## config.mk

```make
export PLATFORM = sky130hd
export DESIGN_NAME = raw_bayer_rx
export DESIGN_NICKNAME = d
export VERILOG_FILES = /design/src/rtl/raw_bayer_pkg.sv /design/src/rtl/raw_stream_fifo.sv /design/src/rtl/raw_bayer_rx.sv
export SDC_FILE = /design/constraint.sdc
export NUM_CORES = 1
export LEC_CHECK = 0
export BUFFER_PORTS_ARGS = -buffer_cell sky130_fd_sc_hd__buf_2
export CAP_MARGIN = 10
export CORE_MARGIN = 2
export CORE_UTILIZATION = 57
export DETAILED_ROUTE_END_ITERATION = 6
export PLACE_DENSITY = 0.76
export RECOVER_POWER = 100
export SKIP_CTS_REPAIR_TIMING = 1
export SLEW_MARGIN = 10
export SYNTH_ARGS = -nofsm -noshare
export SYNTH_HDL_FRONTEND = slang
export SYNTH_SLANG_ARGS = --single-unit
```

## constraint.sdc

```tcl
create_clock -name iclk -period 5.1 [get_ports iclk]
set_clock_uncertainty 0.2 [all_clocks]
set_input_delay 0.255 -clock iclk [delete_from_list [all_inputs] [get_ports iclk]]
set_output_delay 0.255 -clock iclk [all_outputs]
set_load 0.01 [all_outputs]
```

## src/rtl/raw_bayer_pkg.sv

```systemverilog
// Shared definitions for the raw Bayer receiver.
//   rx_state_e : frame-lock FSM states
//   TUSER_*    : bit positions inside m_tuser
//   CNT_W      : width of the pixel/line counters
package raw_bayer_pkg;

    typedef enum logic [1:0] {
        IDLE,
        ARMED,
        ACTIVE
    } rx_state_e;

    localparam int unsigned TUSER_SOF = 0;
    localparam int unsigned TUSER_ROW = 1;
    localparam int unsigned TUSER_COL = 2;

    localparam int unsigned CNT_W = 12;

endpackage

```

## src/rtl/raw_stream_fifo.sv

```systemverilog
// Synchronous FIFO with a registered output stage.
//   iclk, rst_n   : clock, asynchronous active-low reset (flushes contents)
//   wr_en_i       : write request; accepted only when wr_accept_o is high
//   wr_data_i     : write payload
//   wr_accept_o   : write will be taken this cycle
//   full_o        : DEPTH entries held (memory plus output register)
//   empty_o       : nothing held
//   rd_data_o     : registered head of queue
//   rd_valid_o    : rd_data_o holds a valid entry
//   rd_ready_i    : consumer accepts rd_data_o
module raw_stream_fifo #(
    parameter int unsigned DW    = 16,
    parameter int unsigned DEPTH = 64
) (
    input  logic          iclk,
    input  logic          rst_n,
    input  logic          wr_en_i,
    input  logic [DW-1:0] wr_data_i,
    output logic          wr_accept_o,
    output logic          full_o,
    output logic          empty_o,
    output logic [DW-1:0] rd_data_o,
    output logic          rd_valid_o,
    input  logic          rd_ready_i
);

    localparam int unsigned AW = $clog2(DEPTH);
    localparam logic [AW:0] DEPTH_C = (AW+1)'(DEPTH);

    logic [DW-1:0] mem_q [DEPTH];
    logic [AW-1:0] wr_ptr_q, rd_ptr_q;
    logic [AW:0]   mem_cnt_q, mem_cnt_d;
    logic [AW:0]   occ;
    logic          out_valid_q;
    logic [DW-1:0] out_data_q;
    logic          pop, load, wr;

    // Capacity counts the output register, so DEPTH entries total are held.
    assign occ         = mem_cnt_q + {{AW{1'b0}}, out_valid_q};
    assign full_o      = (occ == DEPTH_C);
    assign empty_o     = (occ == '0);
    assign pop         = out_valid_q & rd_ready_i;
    // A pop in the same cycle frees a slot, so a full FIFO still takes the write.
    assign wr_accept_o = ~full_o | pop;
    assign wr          = wr_en_i & wr_accept_o;
    assign load        = (mem_cnt_q != '0) & (~out_valid_q | pop);
    assign mem_cnt_d   = mem_cnt_q + {{AW{1'b0}}, wr} - {{AW{1'b0}}, load};

    assign rd_data_o  = out_data_q;
    assign rd_valid_o = out_valid_q;

    always_ff @(posedge iclk) begin
        if (wr) begin
            mem_q[wr_ptr_q] <= wr_data_i;
        end
    end

    always_ff @(posedge iclk or negedge rst_n) begin
        if (!rst_n) begin
            wr_ptr_q    <= '0;
            rd_ptr_q    <= '0;
            mem_cnt_q   <= '0;
            out_valid_q <= 1'b0;
            out_data_q  <= '0;
        end else begin
            mem_cnt_q <= mem_cnt_d;
            if (wr) begin
                wr_ptr_q <= wr_ptr_q + 1'b1;
            end
            if (load) begin
                rd_ptr_q    <= rd_ptr_q + 1'b1;
                out_data_q  <= mem_q[rd_ptr_q];
                out_valid_q <= 1'b1;
            end else if (pop) begin
                out_valid_q <= 1'b0;
            end
        end
    end

endmodule

```

## src/rtl/raw_bayer_rx.sv

```systemverilog
// Raw RGGB camera receiver: locks onto frame sync, tags pixels with SOF,
// row/column parity and end-of-line, checks frame geometry and buffers the
// stream into a backpressurable output.
//   iclk, rst_n        : pixel clock, asynchronous active-low reset
//   sync_in            : frame sync pulse (multi-cycle)
//   line_valid_in      : active-pixel qualifier
//   data_in            : raw pixel
//   err_clr            : clears frame_err / overflow
//   m_tdata/tvalid/tready/tuser/tlast : output stream, tuser = {col, row, sof}
//   frame_err          : sticky geometry error
//   overflow           : sticky pixel drop
//   frame_cnt          : frames started since reset
module raw_bayer_rx
    import raw_bayer_pkg::*;
#(
    parameter int unsigned WIDTH      = 12,
    parameter int unsigned TRUEPIXEL  = 1920,
    parameter int unsigned TRUELINE   = 1080,
    parameter int unsigned FIFO_DEPTH = 64
) (
    input  logic             iclk,
    input  logic             rst_n,
    input  logic             sync_in,
    input  logic             line_valid_in,
    input  logic [WIDTH-1:0] data_in,
    input  logic             err_clr,
    output logic [WIDTH-1:0] m_tdata,
    output logic             m_tvalid,
    input  logic             m_tready,
    output logic [2:0]       m_tuser,
    output logic             m_tlast,
    output logic             frame_err,
    output logic             overflow,
    output logic [15:0]      frame_cnt
);

    localparam logic [CNT_W-1:0] TRUEPIXEL_C = CNT_W'(TRUEPIXEL);
    localparam logic [CNT_W-1:0] TRUELINE_C  = CNT_W'(TRUELINE);

    logic             sync_q, sync_qq, lv_q, lv_qq;
    logic [WIDTH-1:0] data_q;
    logic             sync_rise, line_start, line_end;

    rx_state_e        state_q, state_d;
    logic [CNT_W-1:0] col_q, col_d, col_cur, row_q, row_d;
    logic [15:0]      frame_cnt_q, frame_cnt_d;
    logic             frame_err_q, frame_err_d, overflow_q, overflow_d;
    logic             pix_wr, sof, geom_err;
    logic [2:0]       tuser;
    logic [WIDTH+3:0] wr_payload, rd_payload;
    logic             fifo_wr_accept, fifo_full, fifo_empty;
    logic             unused_fifo_flags;

    // Edges are judged on the registered stage; the live line_valid_in is the
    // successor sample of data_q, which tells us data_q ends the line.
    assign sync_rise  = sync_q & ~sync_qq;
    assign line_start = lv_q & ~lv_qq;
    assign line_end   = lv_q & ~line_valid_in;

    always_ff @(posedge iclk or negedge rst_n) begin
        if (!rst_n) begin
            sync_q  <= 1'b0;
            sync_qq <= 1'b0;
            lv_q    <= 1'b0;
            lv_qq   <= 1'b0;
            data_q  <= '0;
        end else begin
            sync_q  <= sync_in;
            sync_qq <= sync_q;
            lv_q    <= line_valid_in;
            lv_qq   <= lv_q;
            data_q  <= data_in;
        end
    end

    always_comb begin
        state_d     = state_q;
        col_d       = col_q;
        col_cur     = col_q;
        row_d       = row_q;
        frame_cnt_d = frame_cnt_q;
        pix_wr      = 1'b0;
        sof         = 1'b0;
        geom_err    = 1'b0;

        unique case (state_q)
            IDLE: begin
                if (sync_rise) begin
                    state_d = ARMED;
                end
            end
            ARMED: begin
                // Sync with no line in between: empty frame.
                if (sync_rise) begin
                    geom_err = 1'b1;
                end else if (line_start) begin
                    state_d     = ACTIVE;
                    pix_wr      = 1'b1;
                    sof         = 1'b1;
                    frame_cnt_d = frame_cnt_q + 16'd1;
                end
            end
            ACTIVE: begin
                pix_wr = lv_q;
            end
            default: begin
                state_d = IDLE;
            end
        endcase

        if (pix_wr) begin
            if (line_start) begin
                col_cur = '0;
            end
            col_d = col_cur + 1'b1;
            if (line_end) begin
                row_d = row_q + 1'b1;
                if (col_d != TRUEPIXEL_C) begin
                    geom_err = 1'b1;
                end
            end
        end

        // Frame close; row_d already includes a line ending this cycle.
        if (state_q == ACTIVE && sync_rise) begin
            if (row_d != TRUELINE_C) begin
                geom_err = 1'b1;
            end
            state_d = ARMED;
            row_d   = '0;
        end
    end

    // New error events win over a coincident clear.
    assign frame_err_d = (frame_err_q & ~err_clr) | geom_err;
    assign overflow_d  = (overflow_q & ~err_clr) | (pix_wr & ~fifo_wr_accept);

    always_ff @(posedge iclk or negedge rst_n) begin
        if (!rst_n) begin
            state_q     <= IDLE;
            col_q       <= '0;
            row_q       <= '0;
            frame_cnt_q <= '0;
            frame_err_q <= 1'b0;
            overflow_q  <= 1'b0;
        end else begin
            state_q     <= state_d;
            col_q       <= col_d;
            row_q       <= row_d;
            frame_cnt_q <= frame_cnt_d;
            frame_err_q <= frame_err_d;
            overflow_q  <= overflow_d;
        end
    end

    always_comb begin
        tuser            = '0;
        tuser[TUSER_SOF] = sof;
        tuser[TUSER_ROW] = row_q[0];
        tuser[TUSER_COL] = col_cur[0];
    end

    assign wr_payload = {data_q, tuser, line_end};

    raw_stream_fifo #(
        .DW    (WIDTH + 4),
        .DEPTH (FIFO_DEPTH)
    ) u_fifo (
        .iclk        (iclk),
        .rst_n       (rst_n),
        .wr_en_i     (pix_wr),
        .wr_data_i   (wr_payload),
        .wr_accept_o (fifo_wr_accept),
        .full_o      (fifo_full),
        .empty_o     (fifo_empty),
        .rd_data_o   (rd_payload),
        .rd_valid_o  (m_tvalid),
        .rd_ready_i  (m_tready)
    );

    assign unused_fifo_flags = fifo_full ^ fifo_empty;

    assign m_tdata   = rd_payload[WIDTH+3:4];
    assign m_tuser   = rd_payload[3:1];
    assign m_tlast   = rd_payload[0];
    assign frame_err = frame_err_q;
    assign overflow  = overflow_q;
    assign frame_cnt = frame_cnt_q;

endmodule

```

### After elaboration in Yosys (flattened, before gate mapping)

Memory sizes are Yosys's and may differ from the RTL's. A register that Yosys moved wholly into a read port is not among the register bits.
Index checks and enable logic that the tools add are counted.

* output and inout bits: 35
* word-level logic and storage cells: 87
* RAM bits: 1024
* input port bits: 18
* memories kept: 1
* register bits after elaboration: 80

Memories
* u_fifo.mem_q: words 64, width 16, read ports 1, clocked after memory_dff 1, wr ports 1, RTL line raw_stream_fifo.sv:30 `logic [DW-1:0] mem_q [DEPTH];`

* eq/ne operators: 9
* add/subtract/negate cells: 8
* bitwise gates (word level): 21
* reduce and logical (&&, ||, !) cells: 7
* muxes and demuxes: 26

Operators with widths (number)
* 12-bit 2-to-1 mux: 5
* 12-bit by 1-bit adder with 12-bit output (second input constant): 2
* 12-bit by 11-bit != test with 1-bit output (second input constant): 2
* 16-bit by 1-bit adder with 16-bit output (second input constant): 1
* 1-bit 2-to-1 mux: 15
* 7-bit by 1-bit adder with 7-bit output: 2
* 6-bit by 1-bit adder with 6-bit output (second input constant): 2
* 1-bit bitwise AND: 9
* 3-bit != test (second input constant): 3
* 2-bit 2-to-1 mux: 4
* 1-bit inverter: 8
* 7-bit equality test (second input constant): 1
* 7-bit nonzero test: 1
* 7-bit by 1-bit subtractor with 7-bit output: 1
* 2-bit case mux with 3 select lines: 1
* 1-bit OR: 4
* 4-bit AND reduction: 1
* 3-bit AND reduction: 1
* 2-bit by 1-bit equality test with 1-bit output (second input constant): 1
* 2-bit equality test (second input constant): 1
* 2-bit zero test: 1
* 2-bit by 1-bit != test with 1-bit output (second input constant): 1
* 1-bit case mux with 2 select lines: 1
* 2-bit nonzero test: 1
* 2 further kinds: 2

### Logic depth before layout (Yosys ltp)

Gate-level depths: netlist (run 1).

* depth in word-level cells: 14
* depth in mapped cells: 16
* gate-level depth less buffers: 16

### By module

Synthesis (run 1) repeated with hierarchy kept, for this count alone.

* cells, all modules: 2295
* area total of the unflattened synthesis: 43982.2 µm²

Modules (own cells, without submodules)
* raw_stream_fifo: area each 40986.8 µm², times used 1, cells each 1988, sequential area each 31650.4 µm²
* raw_bayer_rx: area each 2995.4 µm², times used 1, cells each 307, sequential area each 1501.4 µm²

### Least setup slack after synthesis (run 1)

No wires, ideal clock.

* path kind: flip-flop to flip-flop
* start point: reg state_q[0]
* end point: mem u_fifo.mem_q[0][3] (data pin)
* library setup time: 0.724 ns
* clock period less this slack: 4.818 ns
* buffers on the path: 1
* required time: 4.176 ns
* slack: 0.282 ns
* stages on the path, launching flop included: 7
* data arrival time: 3.894 ns
* cell sequence: dfrtp_1 -> inv_1 -> ha_1 -> a31o_2 -> and3_1 -> buf_4 -> a21boi_0

* cells in the longest elaborated chain, start to end: 3
* elaborated cells on any way between the ends: 4
* classes of those cells: eq/ne (2); mux (2)

Ends and longest elaborated chain
* start, declared: RTL line raw_bayer_rx.sv:44 `rx_state_e state_q, state_d;`
* start signal, assigned: RTL line raw_bayer_rx.sv:147 `state_q <= state_d;`
* 2-bit equality test / 2-bit by 1-bit equality test with 1-bit output (equally long branches): RTL line raw_bayer_rx.sv:86 `unique case (state_q)`
* 1-bit case mux with 2 select lines (*): RTL line raw_bayer_rx.sv:86
* 1-bit 2-to-1 mux (*): RTL line raw_bayer_rx.sv:111 `if (pix_wr) begin`
* via col_cur[0]: RTL line raw_bayer_rx.sv:45 `logic [CNT_W-1:0] col_q, col_d, col_cur, row_q, row_d;`
* end, declared: RTL line raw_stream_fifo.sv:30

Mark *: on every way through the listed nets, which the timed path passes. The rest lies on a longest branch.

### Final worst setup path (run 1)

* start point: reg state_q[1]
* end point: mem u_fifo.mem_q[52][0] (enable)

* cells in the longest elaborated chain, start to end: 5
* elaborated cells on any way between the ends: 6
* classes of those cells: eq/ne (2); mux (3); bitwise (1)

Ends and longest elaborated chain
* 2-bit equality test / 2-bit by 1-bit equality test with 1-bit output (equally long branches): RTL line raw_bayer_rx.sv:86
* 1-bit case mux with 2 select lines (*): RTL line raw_bayer_rx.sv:86
* 1-bit bitwise AND (*): RTL line raw_stream_fifo.sv:45 `assign wr = wr_en_i & wr_accept_o;`
* 1-bit 2-to-1 mux (*): RTL line raw_stream_fifo.sv:53 `if (wr) begin`
* 1-bit 2-to-1 mux (implied by the code) (*): RTL line raw_stream_fifo.sv:54 `mem_q[wr_ptr_q] <= wr_data_i;`

Every way passes the cells marked *; elsewhere a longest branch is shown, timed or not.

==> metrics.md, run 1 <==
| Metric | Value |
|---|---|
| Outcome | finished, violations left |
| Failing checks | capacitance limit, slew limit |
| Commonest non-fill, non-tap cell in the layout | edfxtp_1 |
| Final period util | ~87% |
| Die ar. | between 0.07 and 0.08 mm^2 |
| Max VDD drop | 0.386 mV |
| Nets | 2299 |
| Min-Delay Path Class | input pin to register |
| PortBufs | 52 |
| Worst path arrival time | 4500 ps |
| Unique masters post-synth | 63 |
| Initial antenna violation count | 4 |
| GPL Wtd Cong | between 0.9 and 1 |
| Max-cap violation count | 19 |
| Detailed Routing Iterations Pass 1 | 6 |
| Vias | between 20000 and 25000 |
| Clock root buffer | clkbuf_16 |
| Total routed wirelength | slightly below 100000 um |
| Minimum clock period | 4420 ps |
| #FFs+latches synth | approximately 1100 |
| Avg Inst Size Synth | 21.0 um^2 |
| CP required | just over 5000 ps |
| Worst-Margin Slew | roughly 3600 ps |
| Combinational Power Share | 25.2% |
| Vias per inst | approximately 6.6 |
| Bufs on Longest Clock Path | 3 |
| First-pass GRT wire length | 147000 um |
| Number of synthesized flops with an enable pin | 1024 |
| Mapped cell area | 0.0436 mm^2 |
| CP Capture Type | register |
| Internal | 17.8 mW |
| Rel. slew slack | -139% |
| Pleak | roughly 16 nW |
| Initial core utilization | between 50% and 60% |
| DRC Markers | 0 |
| Grt total ovfl | 0 |
| Cell Area, Placed | 0.0455 mm^2 |
| Finished Cell Area | 0.0489 mm^2 |
| H-tree levels | 3 |
| Num ports | 53 |
| CTS tree | yes |
| Clk slew on worst S/H paths | 60 ps |
| Sw Ratio | about 30% |
| Largest area contributor in the netlist | edfxtp_1 |
| Synth Area in XOR/XNOR | 0.945% |
| Die Height | 280 um |
| Sum Neg Setup Slack | 0 ps |
| Layout cells sized above 1 | 23.2% |
| Clk_lat worst skew | 680 ps |
| Syn Inst Count | 2077 |
| Fmax | ~230 MHz |
| Area share of and/or/nand/nor cells after synthesis | 2.94% |
| Seq/Total Area, Yosys | 76.1% |
| Worst Setup Start Kind | register |
| Most frequent cells in the layout | 1024 x edfxtp_1, 275 x mux4_2, 111 x clkbuf_16, 98 x nor2_1, 97 x clkbuf_1 |
| Drt first-iter violations | 2687 |
| Core region area | ~0.076 mm^2 |
| Routed Antenna Nets | 0 |
| CP Max Fanout | 16 |
| Synth Net Count | about 2100 |
| HPWL after DPL | 57600 um |
| Adder-cell share of the synthesized area | less than 1% |
| Routed len/inst | roughly 30 um |
| GR Util All Layers | 25.8% |
| Net load switching power | 7.47 mW |
| RSZ-0062 raised after global routing | false |
| CTS Buf Count | 106 |
| Top cell type's share of synthesized area | 70.6% |
| Synth area leaders | edfxtp_1 71%, mux4_2 14%, dfrtp_1 5.5% |
| FFs w/ async S/R, synth | 8.57% |
| Clock power frac | 30.9% |
| P&R area growth vs syn | 12.3% |
| Synth Area in Compound Gates | approximately 3.2% |
| Seq pwr share | 43.9% |
| Row count | 101 |
| Post-synthesis mux area share | 14.7% |
| Power density cells | about 520 mW/mm^2 |
| Leading register cell type out of synthesis | edfxtp_1 |
| Fin. Hold Viols | 0 |
| Main combinational cell family by area after synthesis | multiplexers |
| Vias in the first global route | 22100 |
| CTS Sinks | ~1100 |
| Final setup violation count | 0 |
| Final Max Slew Viols | about 1000 |
| YS warnings | 0 |
| Die width | 280 um |
| Largest net degree at the start of global routing | 65 |
| CP Class | register to register |
| Fill cells | 4933 |
==> sequential cells by signal, indices dropped and copies added, names as in the netlist <==
name               flops
frame_cnt             16
sync_q                 1
state_q                2
sync_qq                1
lv_qq                  1
lv_q                   1
col_q                 12
u_fifo.rd_data_o      16
data_q                12
u_fifo.wr_ptr_q        6
frame_err              1
row_q                 12
u_fifo.rd_valid_o      1
u_fifo.rd_ptr_q        6
u_fifo.mem_q        1024
overflow               1
u_fifo.mem_cnt_q       7
==> Yosys cell counts (all sizes together) (16+ instances only) <==
master,instances
inv,18
o21ai,20
nand3,35
xor2,19
o22ai,16
mux4,275
a211oi,18
nand2,57
dfrtp,96
buf,61
xnor2,28
clkbuf,48
mux2i,20
ha,25
a22oi,48
edfxtp,1024
nor2,99
==> critical path, stage by stage, from the launching register on <==
cell and delay (ps):
dfrtp_1 380, inv_1 150, ha_1 270, a31o_1 300, and3_1 430, o21ai_0 340
or4b_1 960, nor2_1 210, clkbuf_1 790
==> layout make-up <==
class	count	area [um^2]	share of cell area, %
clock inverter	60	561	1.15
clock buffer	139	2930	6.00
tap	978	1220	2.50
sequential	1120	33200	67.8
antenna	1	2.50	0.00512
inverter	19	71.3	0.146
multi-input combinational	829	9840	20.1
timing repair buffer	179	1110	2.27
==> routing by layer <==
layer	GRT usage, %	part of all wire, %	routed length (um)
met5	0	0.025	25
met4	8.31	3.4	3360
met3	5.64	9.4	9340
met2	40.7	49	48400
met1	36.4	38	38100
==> path summary, 6_finish.rpt <==
kind                       slack [ps]  cells after the start                   to        from
max                               680                      8  u_fifo.mem_q[52][0]  state_q[1]
min                                30                      2            data_q[2]  data_in[2]
max reg2reg                       680                      8  u_fifo.mem_q[52][0]  state_q[1]
min reg2reg                       220                      0              sync_qq      sync_q
max in group asynchronous        1270                      3   u_fifo.rd_ptr_q[1]       rst_n
min in group asynchronous        1000                      2           data_q[10]       rst_n
==> power groups by stage <==
stage               logic (mW)  clock network, mW  registers, mW
detailed placement        6.34                  0           11.2
CTS                       6.41               7.91           11.0
finish                    6.38               7.81           11.1
global route              6.73               8.26           11.1
floorplan                 4.53                  0           10.8
global placement          6.24                  0           11.2
==> stage by stage <==
stage | util, % | instances | hold WS, ps | setup WS (ps) | total power [mW]
6_report | 64.5 | 3325 | 26.9 | 684 | 25.3
5_1_grt | 64.5 | 3324 | 3.40 | 459 | 26.1
4_1_cts | 64.6 | 3307 | -552 | 1260 | 25.4
3_5_place_dp | 60.0 | 3108 | 164 | 1270 | 17.6
3_3_place_gp | 60.0 | 3108 | 158 | 1240 | 17.4
2_1_floorplan | - | 2077 | -241 | 282 | 15.4
==> logic make-up (layout without fill, tap and decap cells) <==
group                    Yosys count  count (layout)
AO/OA/AOI/OAI                    191             191
flip-flops                      1120            1120
buffers and inverters            128             397
other                              0               1
multiplexers                     296             296
adder cells (fa/ha/maj)           26              26
AND/OR/NAND/NOR                  269             269
XOR/XNOR                          47              47
(Power assumes the default switching activity.)
==> run 2, diff against run 1 <==
--- a/config.mk
+++ b/config.mk
@@ -8,9 +8,8 @@
 export BUFFER_PORTS_ARGS = -buffer_cell sky130_fd_sc_hd__buf_2
 export CAP_MARGIN = 10
 export CORE_MARGIN = 2
-export CORE_UTILIZATION = 57
+export CORE_UTILIZATION = 45
 export DETAILED_ROUTE_END_ITERATION = 6
-export PLACE_DENSITY = 0.76
 export RECOVER_POWER = 100
 export SKIP_CTS_REPAIR_TIMING = 1
 export SLEW_MARGIN = 10
==> constraint.sdc (replaced) <==
create_clock -name iclk -period 4.4 [get_ports iclk]
set_clock_uncertainty 0.2 [all_clocks]
set_input_delay 0.22 -clock iclk [delete_from_list [all_inputs] [get_ports iclk]]
set_output_delay 0.22 -clock iclk [all_outputs]
set_load 0.01 [all_outputs]
==> metrics.md, run 2 (synthesized netlist as in run 1, its figures left out) <==
| Metric | Value |
|---|---|
| Commonest non-fill, non-tap cell in the layout | edfxtp_1 |
| Clk_lat worst skew | 690 ps |
| Final Max Slew Viols | slightly above 700 |
| Clock power frac | 32.1% |
| CP Capture Type | register |
| Fmax | 252 MHz |
| Outcome | finished, violations left |
| Sum Neg Setup Slack | 0 ps |
| Min-Delay Path Class | input pin to register |
| Initial antenna violation count | 2 |
| Drt first-iter violations | 2425 |
| Num ports | 53 |
| Die ar. | approximately 0.1 mm^2 |
| Internal | 21.1 mW |
| Die width | 315 um |
| Fill cells | between 7000 and 8000 |
| CP peak stage delay | 1410 ps |
| Vias in the first global route | 21600 |
| DRC Markers | 0 |
| Max VDD drop | 0.351 mV |
| Max-cap violation count | 18 |
| Combinational Power Share | 25.9% |
| Most used cell, CP | ha_1 |
| Util after Layout | 51.7% |
| Tot Pwr | 30.1 mW |
| Power density cells | between 600 and 700 mW/mm^2 |
| PortBufs | 52 |
| Vias per inst | 5.85 |
| Fin. Hold Viols | 0 |
| GPL Wtd Cong | 0.825 |
| Rel. slew slack | -74.9% |
| GR Util All Layers | 21.1% |
| Sw Ratio | 30.0% |
| CP Max Fanout | 16 |
| First-pass GRT wire length | ~150000 um |
| CP delay by family, top | compound AO/OA/AOI/OAI gates |
| Pleak | 16.0 nW |
| Routed Antenna Nets | 0 |
| Worst path arrival time | 4100 ps |
| Initial core utilization | 45.2% |
| Minimum clock period | between 3000 and 4000 ps |
| Grt total ovfl | 0 |
| Largest Register | u_fifo.mem_q |
| Failing checks | capacitance limit, slew limit |
| Worst-path cell chain | ha_1 > ha_1 > a211o_1 > a21oi_1 > o21ai_0 > o2111ai_1 > nor2_1 > clkbuf_2 |
| Layout cells sized above 1 | 23.8% |
| Max reg flops | 1024 |
| Clock root buffer | clkbuf_16 |
| Total routed wirelength | 104000 um |
| Bufs on Longest Clock Path | 3 |
| Final setup violation count | 0 |
| Core region area | 0.0963 mm^2 |
| Largest net degree at the start of global routing | 97 |
| CP Class | register to register |
| Clk slew on worst S/H paths | 60 ps |
| Detailed Routing Iterations Pass 1 | 5 |
| Hold_ws | 3.03 ps |
| CTS tree | yes |
| Row count | 114 |
| Final period util | 90.2% |
| Nets | around 2300 |
| P&R area growth vs syn | 14.2% |
| Seq pwr share | 42.0% |
| CTS Sinks | 1120 |
| Vias | 21400 |
| CP bufs+invs | 1 |
| CP max stage cell | o2111ai_1 |
| CTS Buf Count | between 100 and 150 |
| Routed len/inst | 28.5 um |
| Worst-Margin Slew | 2620 ps |
| Net load switching power | 9.05 mW |
| RSZ-0062 raised after global routing | false |
| H-tree levels | 3 |
| HPWL after DPL | 64100 um |
| Die Height | 315 um |
| Worst Setup Start Kind | register |
| CP required | about 4500 ps |
| Most frequent cells in the layout | 1024 x edfxtp_1, 275 x mux4_2, 117 x clkbuf_16, 97 x nor2_1, 92 x dfrtp_1 |
==> run 2: cell types whose count changed in the layout (fill, tap and decap cells not counted), moves of 3 or more <==
cell,previous run,this run
clkbuf_1,97,81
clkinv_4,1,4
dfrtp_1,81,92
clkbuf_8,5,2
clkbuf_2,25,44
clkinv_1,23,27
clkbuf_16,111,117
dfrtp_2,14,3
bufinv_16,9,13
clkinv_2,19,23
buf_4,40,35
dlygate4sd3_1,17,29
==> run 2: layout make-up <==
cell class,instances,area [um^2],share of cell area [%]
sequential,1120,33200,66.7
multi-input combinational,829,9830,19.8
clock buffer,138,3030,6.09
tap,1276,1600,3.21
timing repair buffer,197,1300,2.61
clock inverter,76,747,1.50
inverter,19,71.3,0.143
antenna,1,2.50,0.00503
==> run 2: worst paths after layout <==
check,to,startpoint,cells after the start,slack [ps]
worst max-delay path,u_fifo.mem_q[47][8],u_fifo.rd_valid_o,8,430
worst min-delay path,data_q[0],data_in[0],2,3
worst max register to register,u_fifo.mem_q[47][8],u_fifo.rd_valid_o,8,430
worst min register to register,sync_qq,sync_q,0,220
max in group asynchronous,u_fifo.rd_ptr_q[1],rst_n,4,2890
min in group asynchronous,data_q[10],rst_n,4,510
==> run 2: routing by layer <==
| metal | global-route usage [%] | share of wire [%] |
|---|---|---|
| met1 | 29.9 | 42 |
| met2 | 34.5 | 49 |
| met3 | 3.61 | 6.6 |
| met4 | 5.19 | 2.2 |
| met5 | 0 | 0 |
==> run 2: through the flow <==
stage / setup slack (ps) / instances / area [um^2]
floorplan: 663 / 2077 / 43600
global placement: 812 / 3412 / 46000
detailed placement: 844 / 3412 / 46000
CTS: 810 / 3626 / 49700
global route: 252 / 3656 / 49700
finish: 433 / 3656 / 49700
==> run 2: power by group through the flow <==
stage                     combinational (mW)  sequential, mW  clock [mW]
final                                   7.81            12.6        9.69
after global routing                    8.26            12.7        10.3
after CTS                               7.98            12.6        9.87
after detailed placement                7.94            12.8           0
after global placement                  7.90            12.8           0
after floorplan                         5.25            12.6           0
